[src/rtl/seq_divider_pkg.sv]
// seq_divider_pkg: shared definitions for the multicycle signed divider.
// Holds the default datapath width, the FSM state encoding and the
// divide operation code used by the execute-stage decode.
package seq_divider_pkg;

    localparam int WIDTH_DEF = 32;

    // FSM state encoding; the decode/debug logic relies on these values.
    typedef enum logic [1:0] {
        IDLE = 2'd0,
        RUN  = 2'd1,
        FIX  = 2'd2,
        DONE = 2'd3
    } div_state_t;

    // ALU operation code selecting this unit in the execute stage.
    localparam logic [4:0] ALU_OP_DIV = 5'b00111;

endpackage

[src/rtl/seq_divider_div_step.sv]
// div_step: one combinational restoring-division step.
// Shifts {rem, quot} left by one, trial-subtracts the divisor from the
// partial remainder and keeps the result only if it did not go negative.
// Ports:
//   rem       - current partial remainder (WIDTH+1 bits, top bit always 0)
//   quot      - current quotient / remaining dividend bits
//   divisor   - divisor magnitude
//   next_rem  - partial remainder after this step
//   next_quot - quotient after this step (new bit shifted into bit 0)
module div_step #(
    parameter int WIDTH = 32
) (
    input  logic [WIDTH:0]   rem,
    input  logic [WIDTH-1:0] quot,
    input  logic [WIDTH-1:0] divisor,
    output logic [WIDTH:0]   next_rem,
    output logic [WIDTH-1:0] next_quot
);

    logic [WIDTH:0] sh_rem;
    logic [WIDTH:0] trial;
    logic           rem_top_unused;

    // Remainder is always below the divisor, so its top bit is zero on
    // entry; the shift pushes it out without loss.
    assign rem_top_unused = rem[WIDTH];

    assign sh_rem = {rem[WIDTH-1:0], quot[WIDTH-1]};
    // Subtract as add of the one's complement plus one.
    assign trial  = sh_rem + ~{1'b0, divisor} + (WIDTH+1)'(1);

    assign next_rem  = trial[WIDTH] ? sh_rem : trial;
    assign next_quot = {quot[WIDTH-2:0], ~trial[WIDTH]};

endmodule

[src/rtl/seq_divider.sv]
// seq_divider: multicycle signed integer divider (restoring, 1 bit/clock).
// A ctrl_DIV pulse captures the operands; WIDTH steps later the
// quotient (truncated toward zero) and remainder (sign of dividend) are
// registered and data_resultRDY pulses for one cycle. Divide by zero
// completes after one cycle with data_exception set.
// Ports:
//   clock, reset          - rising-edge clock, async active-high reset
//   ctrl_DIV              - start pulse (also aborts a running operation)
//   data_operandA/B       - dividend / divisor, two's complement
//   data_result           - quotient
//   data_remainder        - remainder
//   data_exception        - divide-by-zero flag, held until next completion
//   data_resultRDY        - one-cycle completion strobe
//   busy                  - high while iterating or sign-correcting
module seq_divider
    import seq_divider_pkg::*;
#(
    parameter int WIDTH = WIDTH_DEF,
    parameter int CNT_W = 5
) (
    input  logic             clock,
    input  logic             reset,
    input  logic             ctrl_DIV,
    input  logic [WIDTH-1:0] data_operandA,
    input  logic [WIDTH-1:0] data_operandB,
    output logic [WIDTH-1:0] data_result,
    output logic [WIDTH-1:0] data_remainder,
    output logic             data_exception,
    output logic             data_resultRDY,
    output logic             busy
);

    div_state_t       state;
    logic [CNT_W-1:0] cnt;
    logic [WIDTH:0]   rem;
    logic [WIDTH-1:0] quot;
    logic [WIDTH-1:0] divisor;
    logic             sign_q;
    logic             sign_r;
    logic             div0;

    logic [WIDTH:0]   next_rem;
    logic [WIDTH-1:0] next_quot;
    logic [WIDTH-1:0] mag_a;
    logic [WIDTH-1:0] mag_b;

    // Magnitudes; -2^(W-1) maps to itself and is read as unsigned.
    assign mag_a = data_operandA[WIDTH-1] ? -data_operandA : data_operandA;
    assign mag_b = data_operandB[WIDTH-1] ? -data_operandB : data_operandB;

    div_step #(.WIDTH(WIDTH)) u_step (
        .rem       (rem),
        .quot      (quot),
        .divisor   (divisor),
        .next_rem  (next_rem),
        .next_quot (next_quot)
    );

    always_ff @(posedge clock or posedge reset) begin
        if (reset) begin
            state          <= IDLE;
            cnt            <= '0;
            rem            <= '0;
            quot           <= '0;
            divisor        <= '0;
            sign_q         <= 1'b0;
            sign_r         <= 1'b0;
            div0           <= 1'b0;
            data_result    <= '0;
            data_remainder <= '0;
            data_exception <= 1'b0;
            data_resultRDY <= 1'b0;
            busy           <= 1'b0;
        end else begin
            data_resultRDY <= 1'b0;
            case (state)
                RUN: begin
                    rem  <= next_rem;
                    quot <= next_quot;
                    if (cnt == CNT_W'(WIDTH-1)) state <= FIX;
                    else                        cnt   <= cnt + CNT_W'(1);
                end
                FIX: begin
                    data_result    <= sign_q ? -quot : quot;
                    data_remainder <= sign_r ? -rem[WIDTH-1:0] : rem[WIDTH-1:0];
                    data_exception <= 1'b0;
                    busy           <= 1'b0;
                    state          <= DONE;
                end
                DONE: begin
                    // Results are already final here, so a start on this
                    // edge is a back-to-back issue, not an abort.
                    data_resultRDY <= 1'b1;
                    if (div0) begin
                        // quot still holds |A|; re-apply the dividend sign.
                        data_result    <= '0;
                        data_remainder <= sign_r ? -quot : quot;
                        data_exception <= 1'b1;
                    end
                    state <= IDLE;
                end
                default: ;
            endcase

            if (ctrl_DIV) begin
                rem     <= '0;
                quot    <= mag_a;
                divisor <= mag_b;
                sign_q  <= data_operandA[WIDTH-1] ^ data_operandB[WIDTH-1];
                sign_r  <= data_operandA[WIDTH-1];
                div0    <= (data_operandB == '0);
                cnt     <= '0;
                busy    <= (data_operandB != '0);
                state   <= (data_operandB == '0) ? DONE : RUN;
            end
        end
    end

endmodule
[config.mk]
export PLATFORM = sky130hd
export DESIGN_NAME = seq_divider
export DESIGN_NICKNAME = d
export VERILOG_FILES = /design/src/rtl/seq_divider_pkg.sv /design/src/rtl/seq_divider_div_step.sv /design/src/rtl/seq_divider.sv
export SDC_FILE = /design/constraint.sdc
export NUM_CORES = 1
export LEC_CHECK = 0
export BUFFER_PORTS_ARGS = -buffer_cell sky130_fd_sc_hd__buf_2
export CAP_MARGIN = 15
export CORE_ASPECT_RATIO = 0.6
export CORE_MARGIN = 1
export CORE_UTILIZATION = 54
export DETAILED_ROUTE_END_ITERATION = 10
export PLACE_DENSITY = 0.78
export REMOVE_ABC_BUFFERS = 1
export SLEW_MARGIN = 20
export SYNTH_ARGS = -nofsm -noshare
export SYNTH_HDL_FRONTEND = slang
export SYNTH_SLANG_ARGS = --single-unit
[constraint.sdc]
create_clock -name clock -period 4.8 [get_ports clock]
set_input_delay 0.48 -clock clock [delete_from_list [all_inputs] [get_ports clock]]
set_output_delay 0.48 -clock clock [all_outputs]
set_load 0.005 [all_outputs]
### Word level (Yosys, flattened, before mapping)

Index checks and enable logic that the tools add are counted.

| cells by class | value |
|---|---|
| bitwise logic cells | 3 |
| multiplexer cells | 26 |
| add/subtract/negate cells | 7 |
| reduce and logical (&&, ||, !) cells | 9 |
| equal/unequal tests | 7 |

Operator list:

| cell | number |
|---|---|
| 2-to-1 mux 32 bit | 12 |
| negator 32 bit | 4 |
| case mux 32 bit (2 select lines) | 2 |
| adder 33 x 1 -> 33 bit (second input constant) | 1 |
| adder 33 bit | 1 |
| inverter 32 -> 33 bit | 1 |
| logical NOT 32 bit | 1 |
| nonzero test 32 bit | 1 |
| 2-to-1 mux 5 bit | 3 |
| 2-to-1 mux 2 bit | 3 |
| case mux 2 bit (3 select lines) | 1 |
| AND reduction 2 bit | 3 |
| nonzero test 2 bit | 3 |
| adder 5 x 1 -> 5 bit (second input constant) | 1 |
| == test 5 bit (second input constant) | 1 |
| == test 2 bit (second input constant) | 2 |
| 2-to-1 mux 1 bit | 4 |
| != test 2 bit (second input constant) | 2 |
| nonzero test 4 bit | 1 |
| != test 3 bit (second input constant) | 1 |
| == test 2 x 1 -> 1 bit (second input constant) | 1 |
| case mux 1 bit (2 select lines) | 1 |
| inverter 1 bit | 1 |
| XOR 1 bit | 1 |

| word-level totals | value |
|---|---|
| input bits | 67 |
| flip-flop bits (word level) | 173 |
| output and inout bits | 67 |

### Depth between registers and ports, before layout

Gate-level depths: netlist of run 1.

| depth | value |
|---|---|
| depth in word-level cells | 6 |
| gate-level depth with buffers | 14 |
| mapped depth without buffers | 12 |

### Cells and area by module

Synthesis of run 1 repeated with hierarchy kept, for this count alone.

| second synthesis, totals | value |
|---|---|
| cell total of the unflattened synthesis | 1515 |
| area, all modules | 12781.0 µm² |

Modules (own cells, without submodules):

| module | seq. area each (µm²) | cells an instance | instances | area each (µm²) |
|---|---|---|---|---|
| seq_divider | 4354.2 | 1128 | 1 | 10067.2 |
| div_step | 0.0 | 387 | 1 | 2713.9 |

### Least setup slack after synthesis of run 1

Ideal clock, no wire load.

| timing path | value |
|---|---|
| path kind | register to register |
| start | register quot[31] |
| end | register rem[29] |
| clock period less this slack | 3.235 ns |
| buffers on the path | 2 |
| slack | 1.565 ns |
| arrival | 3.141 ns |
| data required time | 4.706 ns |
| stages on the path, launching flop included | 15 |
| cells stage by stage | dfrtp_1 -> inv_1 -> ha_1 -> fa_1 -> nand2b_1 -> a21oi_1 -> o211a_1 -> or2_2 -> a22oi_1 -> a31oi_1 -> xor2_1 -> buf_2 -> buf_1 -> o2111ai_1 -> a211oi_1 |

| between the ends | value |
|---|---|
| word-level cells in the longest chain between the ends | 5 |

RTL lines:

| item | RTL line | RTL |
|---|---|---|
| from (decl) | seq_divider.sv:36 | `logic [WIDTH-1:0] quot;` |
| from (signal assigned) | seq_divider.sv:79 | `quot <= next_quot;` |
| from (signal assigned) | seq_divider.sv:107 | `quot <= mag_a;` |
| adder 33 bit | seq_divider_div_step.sv:30 | `assign trial = sh_rem + ~{1'b0, divisor} + (WIDTH+1)'(1);` |
| adder 33 x 1 -> 33 bit | seq_divider_div_step.sv:30 |  |
| 2-to-1 mux 32 bit | seq_divider_div_step.sv:32 | `assign next_rem = trial[WIDTH] ? sh_rem : trial;` |
| 2-to-1 mux 32 bit | seq_divider.sv:76 | `case (state)` |
| 2-to-1 mux 32 bit | seq_divider.sv:105 | `if (ctrl_DIV) begin` |
| to (signal assigned) | seq_divider.sv:78 | `rem <= next_rem;` |
| to (decl) | seq_divider.sv:35 | `logic [WIDTH:0] rem;` |

Every way passes these cells. The select of a mux whose other input is x is not followed.
A chain may end at the register's enable or synchronous reset.

### Worst setup path after layout of run 1

| timing path | value |
|---|---|
| start | register rem[0] |
| end | register rem[12] |

| between the ends | value |
|---|---|
| word-level cells in the longest chain between the ends | 5 |

RTL lines:

| item | RTL line |
|---|---|
| adder 33 bit | seq_divider_div_step.sv:30 |
| adder 33 x 1 -> 33 bit | seq_divider_div_step.sv:30 |
| 2-to-1 mux 32 bit | seq_divider_div_step.sv:32 |
| 2-to-1 mux 32 bit | seq_divider.sv:76 |
| 2-to-1 mux 32 bit | seq_divider.sv:105 |

Every way passes these cells. The select of a mux whose other input is x is not followed.

==> results of run 1 <==
-- metrics by stage --
stage          area (um2)  setup slack [ns]
6_report            13500              1.03
5_1_grt             13500             0.829
4_1_cts             13500              1.10
3_5_place_dp        12800             0.973
3_3_place_gp        12800             0.993
2_1_floorplan       11700            -0.368
-- registers in the layout, indices dropped and copies added, names as in the netlist --
| name | count |
|---|---|
| sign_q | 1 |
| cnt | 5 |
| state | 2 |
| divisor | 32 |
| data_remainder | 32 |
| data_result | 32 |
| sign_r | 1 |
| data_resultRDY | 1 |
| busy | 1 |
| quot | 32 |
| data_exception | 1 |
| rem | 32 |
| div0 | 1 |
-- path summary, 6_finish.rpt --
| path | startpoint | endpoint | slack (ns) |
|---|---|---|---|
| worst max-delay path | rem[0] | rem[12] | 1.03 |
| worst min-delay path | reset | quot[4] | 0.19 |
| worst max register to register | rem[0] | rem[12] | 1.03 |
| worst min register to register | data_result[23] | data_result[23] | 0.47 |
| max in group asynchronous | reset | quot[18] | 3.46 |
| min in group clock | data_operandA[0] | quot[0] | 0.30 |
-- metal layers --
metal	share of wire	vias up	track usage
met2	0.45	389	0.440
met1	0.46	5274	0.407
met5	0	-	0
li1	-	5260	-
met4	0.0095	0	0.0615
met3	0.077	30	0.0656
-- cell usage in the layout (no fill, tap or decap), drive strengths merged, types with 14 or more instances in the layout --
master / n
a211oi: 15
a21oi: 90
buf: 147
clkbuf: 22
dfrtp: 173
ha: 38
inv: 58
mux2i: 29
nand2: 185
nand2b: 18
nor2: 114
nor3: 52
nor4: 30
o21ai: 122
o22ai: 16
o31ai: 38
o41ai: 15
or3: 27
or4: 14
xnor2: 67
xor2: 109
-- critical path: stages (launching register included) --
cell and delay [ns]:
dfrtp_1 0.44, inv_1 0.13, fa_1 0.46, nand2b_1 0.20, a21oi_1 0.27, o211a_1 0.26
or2_2 0.17, a22oi_1 0.12, a31oi_1 0.59, xnor2_2 0.09, buf_4 0.26, or3_1 0.38
a311oi_1 0.28
-- final cells by class --
class | count | area, um2
Tap cell | 279 | 349
Inverter | 58 | 223
Multi-Input combinational cell | 1121 | 7150
Clock inverter | 10 | 163
Clock buffer | 22 | 464
Sequential cell | 173 | 4330
Timing Repair Buffer | 147 | 806
Fill cell | 1853 | 7960
-- power groups by stage --
stage / Clock (W) / Combinational [W] / Sequential (W)
after global placement: 0 / 0.00203 / 0.00215
final: 0.00150 / 0.00216 / 0.00214
after CTS: 0.00152 / 0.00213 / 0.00214
after floorplan: 0 / 0.00146 / 0.00207
after global routing: 0.00158 / 0.00240 / 0.00218
after detailed placement: 0 / 0.00210 / 0.00216
-- synth_stat cells, types with 4 or more instances --
cell	count	area (um2)
a211oi_1	15	113
a21o_1	6	45.0
a21oi_1	90	450
a22o_1	8	70.1
a22oi_1	7	52.6
a311oi_1	7	61.3
a31oi_1	7	43.8
and2_1	7	43.8
and3_1	10	62.6
buf_1	14	52.6
buf_2	7	35.0
clkbuf_1	72	270
dfrtp_1	173	4330
ha_1	38	475
inv_1	58	218
mux2i_1	29	290
nand2_1	184	691
nand2b_1	18	113
nand3_1	12	60.1
nor2_1	114	428
nor2b_1	12	75.1
nor3_1	50	250
nor4_1	30	188
o211ai_1	6	45.0
o21a_1	7	52.6
o21ai_0	119	596
o21bai_1	4	30.0
o221ai_1	9	78.8
o22ai_1	16	100
o31ai_1	36	270
o41ai_1	15	131
or2_2	4	25.0
or3_1	22	138
or4_1	13	97.6
xnor2_1	67	587
xor2_1	109	955
-- kinds of logic after synthesis --
kind of cell    Yosys count  synth area share
xor+xnor                176             0.128
simple gates            496             0.195
compound gates          377             0.198
fa+ha+maj                39            0.0411
flops                   173             0.359
buf+inv                 155            0.0508
mux                      33            0.0287
==> impl_results.md, run 1 <==
* Area grow syn2layout at 11.8%
* Post-Layout Cell Count at 1810
* Final Core Density at 0.629
* Internal at 0.00358 W
* Number of CTS-inserted buffers at 17
* Fmax at 265 MHz
* Initial antenna violation count at 0
* HPWL Detailed at 23200 um
* Initial Util at 0.562
* Status: finished, final reports clean
* Final min period at 3.77 ns
* Post-CTS setup buffers at 0
* Post-synth cell types at 72
* Sequential group share of total power at 0.369
* Setup TNS at 0 ns
* Hold_buf cts at 0
* Hold WC Path Type: in -> async
* Peak supply drop at 0.000296 V
* Core Box Area at 21400 um2
* Drt via density at 6.05
* N_diodes at 0
* Pwr/cell area at 430 nW/um2
* Drt first pass iters at 6
* Slew Viols, Final at 0
* Root Driver: clkbuf_16
* Top_reg_cell synth: dfrtp_1
* Largest net degree at the start of global routing at 92
* Final setup violation count at 0
* Mapped Cells at 1449
* Seq cells post-synth at 173
* CP Class: reg -> reg
* Clock buffer depth at 2
* Clock share of power at 0.259
* Final Hold Vio Count at 0
* Yosys Warn Count at 0
* Placed cells at 1777
* Cell leakage power at 6.18 nW
* Slew @ Worst Pin at 1.20 ns
* Layout cells sized above 1 at 0.136
* Post-route ant nets at 0
* TritonCTS clock tree: done
* Clock sinks at 173
* Sw Pwr at 0.00223 W
* Register area share after synthesis at 0.359
* Routed vias at 11000
* Synth Cell Area at 12100 um2
* First-pass GRT wire length at 52900 um
* Remaining Overflow, GRT at 0
* Number of buffer cells added on primary ports at 133
* IO Pins at 134
* Slew headroom at 0.195
* Startpoint Class: flop
* Avg Synthesized Cell Area at 8.32 um2
* Drc violations at 0
* WL/cell at 17.6 um
* Hold slack at 0.186 ns
* Die Y-Extent at 118 um
* Required time of the critical path at 5.14 ns
* Worst-path fanout max at 31
* Crit path DAT at 4.11 ns
* Clock transition at path regs at 0.07 ns
* Final #Nets at 1624
* GR Util All Layers at 0.285
* FF-to-FF path depth at 12
* PostCTS Resize Cnt at 0
* Post-synth EDFFs at 0
* Logic pwr share at 0.372
* DRT iter0 DRCs at 981
* Die X at 195 um
* Switch share at 0.384
* FP Rows at 41
* Max_cap viols at 0
* Worst Skew at 0.00863 ns
* CTS H-tree depth at 4
* Crit end category: flop
* Final RePlAce weighted congestion at 0.986
* Die ar. at 23000 um2
* Async set or reset register ratio after synthesis at 1.00
* Routed WL at 31800 um
* Final worst-path cycle share at 0.786
* Number of global-route vias before repair at 10500
* RSZ-0062 raised after global routing: false
* Tot Pwr at 0.00580 W
* Skew-Pair Late Insertion Delay at 0.44 ns
Power figures use the tool's default switching activity.
==> inputs of run 2 (changes only) <==
--- a/config.mk
+++ b/config.mk
@@ -9,9 +9,9 @@
 export CAP_MARGIN = 15
 export CORE_ASPECT_RATIO = 0.6
 export CORE_MARGIN = 1
-export CORE_UTILIZATION = 54
+export CORE_UTILIZATION = 60
 export DETAILED_ROUTE_END_ITERATION = 10
-export PLACE_DENSITY = 0.78
+export PLACE_DENSITY = 0.82
 export REMOVE_ABC_BUFFERS = 1
 export SLEW_MARGIN = 20
 export SYNTH_ARGS = -nofsm -noshare
==> constraint.sdc (replaced) <==
create_clock -name clock -period 3.51 [get_ports clock]
set_input_delay 0.351 -clock clock [delete_from_list [all_inputs] [get_ports clock]]
set_output_delay 0.351 -clock clock [all_outputs]
set_load 0.005 [all_outputs]
==> impl_results.md, run 2 (synthesis gave the netlist of run 1 again) <==
* Most frequent cells in the layout: nand2_1, dfrtp_1, buf_2, o21ai_0, nor2_1
* GR Util All Layers at 0.313
* R2R setup slack at 0.18 ns
* Initial antenna violation count at 0
* Final RePlAce weighted congestion at 0.913
* Final worst-path cycle share at 0.947
* Skew-Pair Late Insertion Delay at 0.44 ns
* Fill cells at 1516
* Clock buffer depth at 2
* CP max stage delay at 0.58 ns
* Routed WL at 31700 um
* Die Y-Extent at 112 um
* Failing checks: hold timing
* Final Core Density at 0.706
* Routed vias at 11200
* Crit path DAT at 3.63 ns
* Core Box Area at 19400 um2
* Setup TNS at 0 ns
* Required time of the critical path at 3.81 ns
* IO Pins at 134
* Worst-path fanout max at 10
* Finished Cell Area at 13700 um2
* Reg-to-reg endpoint: data_remainder[31]
* Placed Instance Area at 13100 um2
* Hold WC Path Type: in -> async
* RSZ-0062 raised after global routing: false
* Final setup margin at 0.185 ns
* CTS H-tree depth at 4
* Final setup violation count at 0
* Remaining Overflow, GRT at 0
* Number of buffer cells added on primary ports at 133
* Final Hold Vio Count at 5
* HPWL Detailed at 23500 um
* Pwr/cell area at 578 nW/um2
* Number of global-route vias before repair at 10500
* Initial Util at 0.623
* Layout cells sized above 1 at 0.155
* Final #Nets at 1652
* TritonCTS clock tree: done
* Die ar. at 20700 um2
* Slowest-stage cell, CP: or4b_4
* Area grow syn2layout at 13.4%
* Root Driver: clkbuf_16
* Worst Skew at 0.00867 ns
* Slew @ Worst Pin at 1.04 ns
* First-pass GRT wire length at 51400 um
* Hold slack at -0.0142 ns
* Drc violations at 0
* R2R Path Start: quot[5]
* CP Class: reg -> reg
* Crit path launch: quot[5]
* Drt first pass iters at 7
* Die X at 185 um
* Place WS at 0.0114 ns
* Final min period at 3.33 ns
* Status: finished, violations left
* N_diodes at 0
* WL/cell at 17.4 um
* Hold_buf cts at 0
* Drt via density at 6.11
* Post-route ant nets at 0
* Post-CTS setup buffers at 0
* DRT iter0 DRCs at 934
* Peak supply drop at 0.000408 V
* Clock transition at path regs at 0.07 ns
* Slew Viols, Final at 0
* Crit-path cells: nor4_1, or4b_4, or3_4, nor3_4, nand2_2, or4_4, o31ai_4, xnor2_1, o21ai_1
* FP Rows at 39
* Clock sinks at 173
* Crit end category: flop
* FF-to-FF path depth at 9
* Max_cap viols at 0
* Slew headroom at 0.307
* Cell leakage power at 6.31 nW
* Largest net degree at the start of global routing at 71
* Commonest non-fill, non-tap cell in the layout: nand2_1
* Number of CTS-inserted buffers at 17
* Fmax at 301 MHz
* Startpoint Class: flop
==> run 2: cell types whose count changed in the layout (fill, tap and decap cells not counted), sizes merged <==
cell	previous run	this run
clkbuf	22	17
inv	58	65
buf	147	175
clkinvlp	2	3
bufinv	4	1
==> run 2: stage by stage <==
| step | hold WS, ns | power, W | cells |
|---|---|---|---|
| 6_report | -0.0142 | 0.00790 | 1825 |
| 5_1_grt | 0.0441 | 0.00838 | 1825 |
| 4_1_cts | 0.0175 | 0.00786 | 1825 |
| 3_5_place_dp | 0.465 | 0.00599 | 1793 |
| 3_3_place_gp | 0.458 | 0.00588 | 1793 |
| 2_1_floorplan | 0.414 | 0.00483 | 1352 |
==> run 2: layout make-up <==
class | instances | area [um2] | area share
tap | 266 | 333 | 0.0243
multi-input combinational | 1121 | 7170 | 0.524
inverter | 58 | 223 | 0.0163
clock buffer | 17 | 425 | 0.0311
clock inverter | 15 | 134 | 0.00979
timing repair buffer | 175 | 1060 | 0.0774
sequential | 173 | 4330 | 0.317
==> run 2: worst max-delay path: cells and delay by family (launching register included) <==
kind             cells  cell delay, ns
AND/OR/NAND/NOR      6            2.26
AO/OA/AOI/OAI        2            0.27
flip-flops           1            0.50
XOR/XNOR             1            0.15
==> run 2: what timing repair did <==
item                                    in CTS  in global routing
gates cloned                                 0                  0
hold endpoints to repair                     0                  0
endpoints found under the setup margin       5                  8
resized for setup                            1                  2
==> run 2: worst max-delay path by stage <==
stage | end | slack, ns
floorplan | busy | -1.53
global placement | rem[12] | 0.15
detailed placement | rem[16] | 0.01
CTS | rem[16] | 0.15
global route | rem[31] | 0.002
finish | data_remainder[31] | 0.18
==> run 2: power breakdown <==
part	leakage [nW]	internal, W	switching, W	total (W)
sequential	2.15	0.00241	0.000489	0.00289
combinational	3.89	0.00136	0.00178	0.00314
clock	0.271	0.000987	0.000878	0.00186
total	6.31	0.00476	0.00314	0.00790
==> run 2: metal layers <==
metal,up-vias,routed length (um),share of wire,GRT usage
li1,5319,-,-,-
met1,5368,14700,0.46,0.449
met2,425,14000,0.44,0.472
met3,41,2630,0.083,0.0815
met4,0,415,0.013,0.0744
met5,-,0,0,0
==> inputs of run 3 (changes only) <==
--- a/config.mk
+++ b/config.mk
@@ -9,11 +9,12 @@
 export CAP_MARGIN = 15
 export CORE_ASPECT_RATIO = 0.6
 export CORE_MARGIN = 1
-export CORE_UTILIZATION = 60
+export CORE_UTILIZATION = 45
 export DETAILED_ROUTE_END_ITERATION = 10
-export PLACE_DENSITY = 0.82
+export PLACE_DENSITY = 0.65
 export REMOVE_ABC_BUFFERS = 1
 export SLEW_MARGIN = 20
 export SYNTH_ARGS = -nofsm -noshare
 export SYNTH_HDL_FRONTEND = slang
+export SYNTH_HIERARCHICAL = 1
 export SYNTH_SLANG_ARGS = --single-unit
==> impl_results.md, run 3 <==
* Slowest-stage cell, CP: or4b_1
* Routed WL at 37400 um
* RSZ-0062 raised after global routing: true
* Most frequent cells in the layout: nand2_1, dfrtp_1, buf_2, a21oi_1, xor2_1
* Final #Nets at 1738
* Largest net degree at the start of global routing at 84
* N_diodes at 0
* Yosys Warn Count at 6
* Commonest non-fill, non-tap cell in the layout: nand2_1
* Startpoint Class: flop
* First-pass GRT wire length at 59600 um
* Hold slack at 0.0150 ns
* Number of buffer cells added on primary ports at 133
* FP Rows at 47
* Area grow syn2layout at 16.2%
* Family with the most delay on the worst path: compound AO/OA/AOI/OAI gates
* GR Util All Layers at 0.262
* Final setup violation count at 18
* Final min period at 3.57 ns
* Slew @ Worst Pin at 1.06 ns
* Setup TNS at -0.749 ns
* Root Driver: clkbuf_16
* Slew headroom at 0.296
* Layout cells sized above 1 at 0.217
* Number of CTS-inserted buffers at 17
* Final Hold Vio Count at 0
* Most frequent CP cell: a21oi_4
* Worst-path fanout max at 3
* DRT iter0 DRCs at 983
* Hold_buf cts at 0
* WL/cell at 18.6 um
* IO Pins at 134
* Crit path DAT at 3.95 ns
* Initial Util at 0.460
* Drt via density at 5.79
* Die ar. at 29000 um2
* Skew-Pair Late Insertion Delay at 0.45 ns
* Status: finished, violations left
* Crit end category: flop
* Drc violations at 0
* FF-to-FF path depth at 15
* Reg-to-reg endpoint: rem[20]
* CP max stage delay at 0.48 ns
* Slew Viols, Final at 0
* TritonCTS clock tree: done
* Peak supply drop at 0.000558 V
* Clock buffer depth at 2
* Final setup margin at -0.0630 ns
* Crit-path cells: ha_2, fa_2, nand2b_4, a21oi_4, o21bai_4, a21oi_4, o2111ai_4, a311o_1, o211ai_1, ha_1, inv_2, or4b_1, o311ai_1, nand2_1, a21oi_1
* Tot Pwr at 0.0103 W
* CP Class: reg -> reg
* Initial antenna violation count at 0
* Avg Synthesized Cell Area at 8.43 um2
* Max_cap viols at 0
* Cell leakage power at 6.75 nW
* Pwr/cell area at 694 nW/um2
* Routed vias at 11600
* Failing checks: setup timing
* Worst Skew at 0.0103 ns
* CTS H-tree depth at 4
* HPWL Detailed at 27900 um
* Die Y-Extent at 132 um
* R2R setup slack at -0.06 ns
* Number of global-route vias before repair at 10800
* Clock sinks at 173
* Mapped Cells at 1511
* Required time of the critical path at 3.89 ns
* Hold WC Path Type: in -> async
* Synth Cell Area at 12700 um2
* Final RePlAce weighted congestion at 0.925
* R2R Path Start: divisor[0]
* Clock transition at path regs at 0.07 ns
* Remaining Overflow, GRT at 0
* Drt first pass iters at 6
* Final worst-path cycle share at 1.02
* Final Core Density at 0.535
* Worst path bufs/invs at 1
* Post-route ant nets at 0
* Fmax at 280 MHz
* Die X at 219 um
* Core Box Area at 27700 um2
-- run 3: layout make-up --
type,count,area [um2]
inverter,54,208
timing repair buffer,229,1450
tap,367,459
multi-input combinational,1156,7770
clock buffer,21,470
fill,2570,12900
sequential,173,4330
clock inverter,10,115
-- run 3: stage by stage --
| step | instance area, um2 | instances | setup WS (ns) |
|---|---|---|---|
| 2_1_floorplan | 12100 | 1383 | -1.53 |
| 3_5_place_dp | 14000 | 1973 | -0.0529 |
| 3_3_place_gp | 14000 | 1973 | 0.0222 |
| 5_1_grt | 14800 | 2010 | -0.260 |
| 6_report | 14800 | 2010 | -0.0630 |
| 4_1_cts | 14600 | 2004 | 0.0268 |
-- run 3: worst max path at each step --
stage                     cells after the start        from  endpoint  slack [ns]
after detailed placement                     15  divisor[0]    rem[9]       -0.05
final                                        15  divisor[0]   rem[20]       -0.06
after floorplan                               1       reset      busy       -1.53
after global routing                         17    quot[31]   rem[22]       -0.26
after CTS                                    16  divisor[0]   rem[22]        0.03
after global placement                       16    quot[31]    rem[8]        0.02
-- run 3: repair_timing --
action                     4_1_cts  5_1_grt
setup endpoints to repair       17       30
setup buffers                    0        6
pin swaps                        0       14
cloned                           0        0
gates resized for setup          2       37
-- run 3: power breakdown --
group | internal, W | total [W] | switching (W)
logic | 0.00239 | 0.00536 | 0.00298
registers | 0.00247 | 0.00297 | 0.000502
clock network | 0.00110 | 0.00195 | 0.000850
-- run 3: per-layer routing --
metal  routed length [um]  vias up  GRT usage
met3                 2800       25     0.0621
met1                18700     5640      0.411
met4                  432        0     0.0571
met5                    0        -          0
met2                15500      376      0.358
li1                     -     5596          -
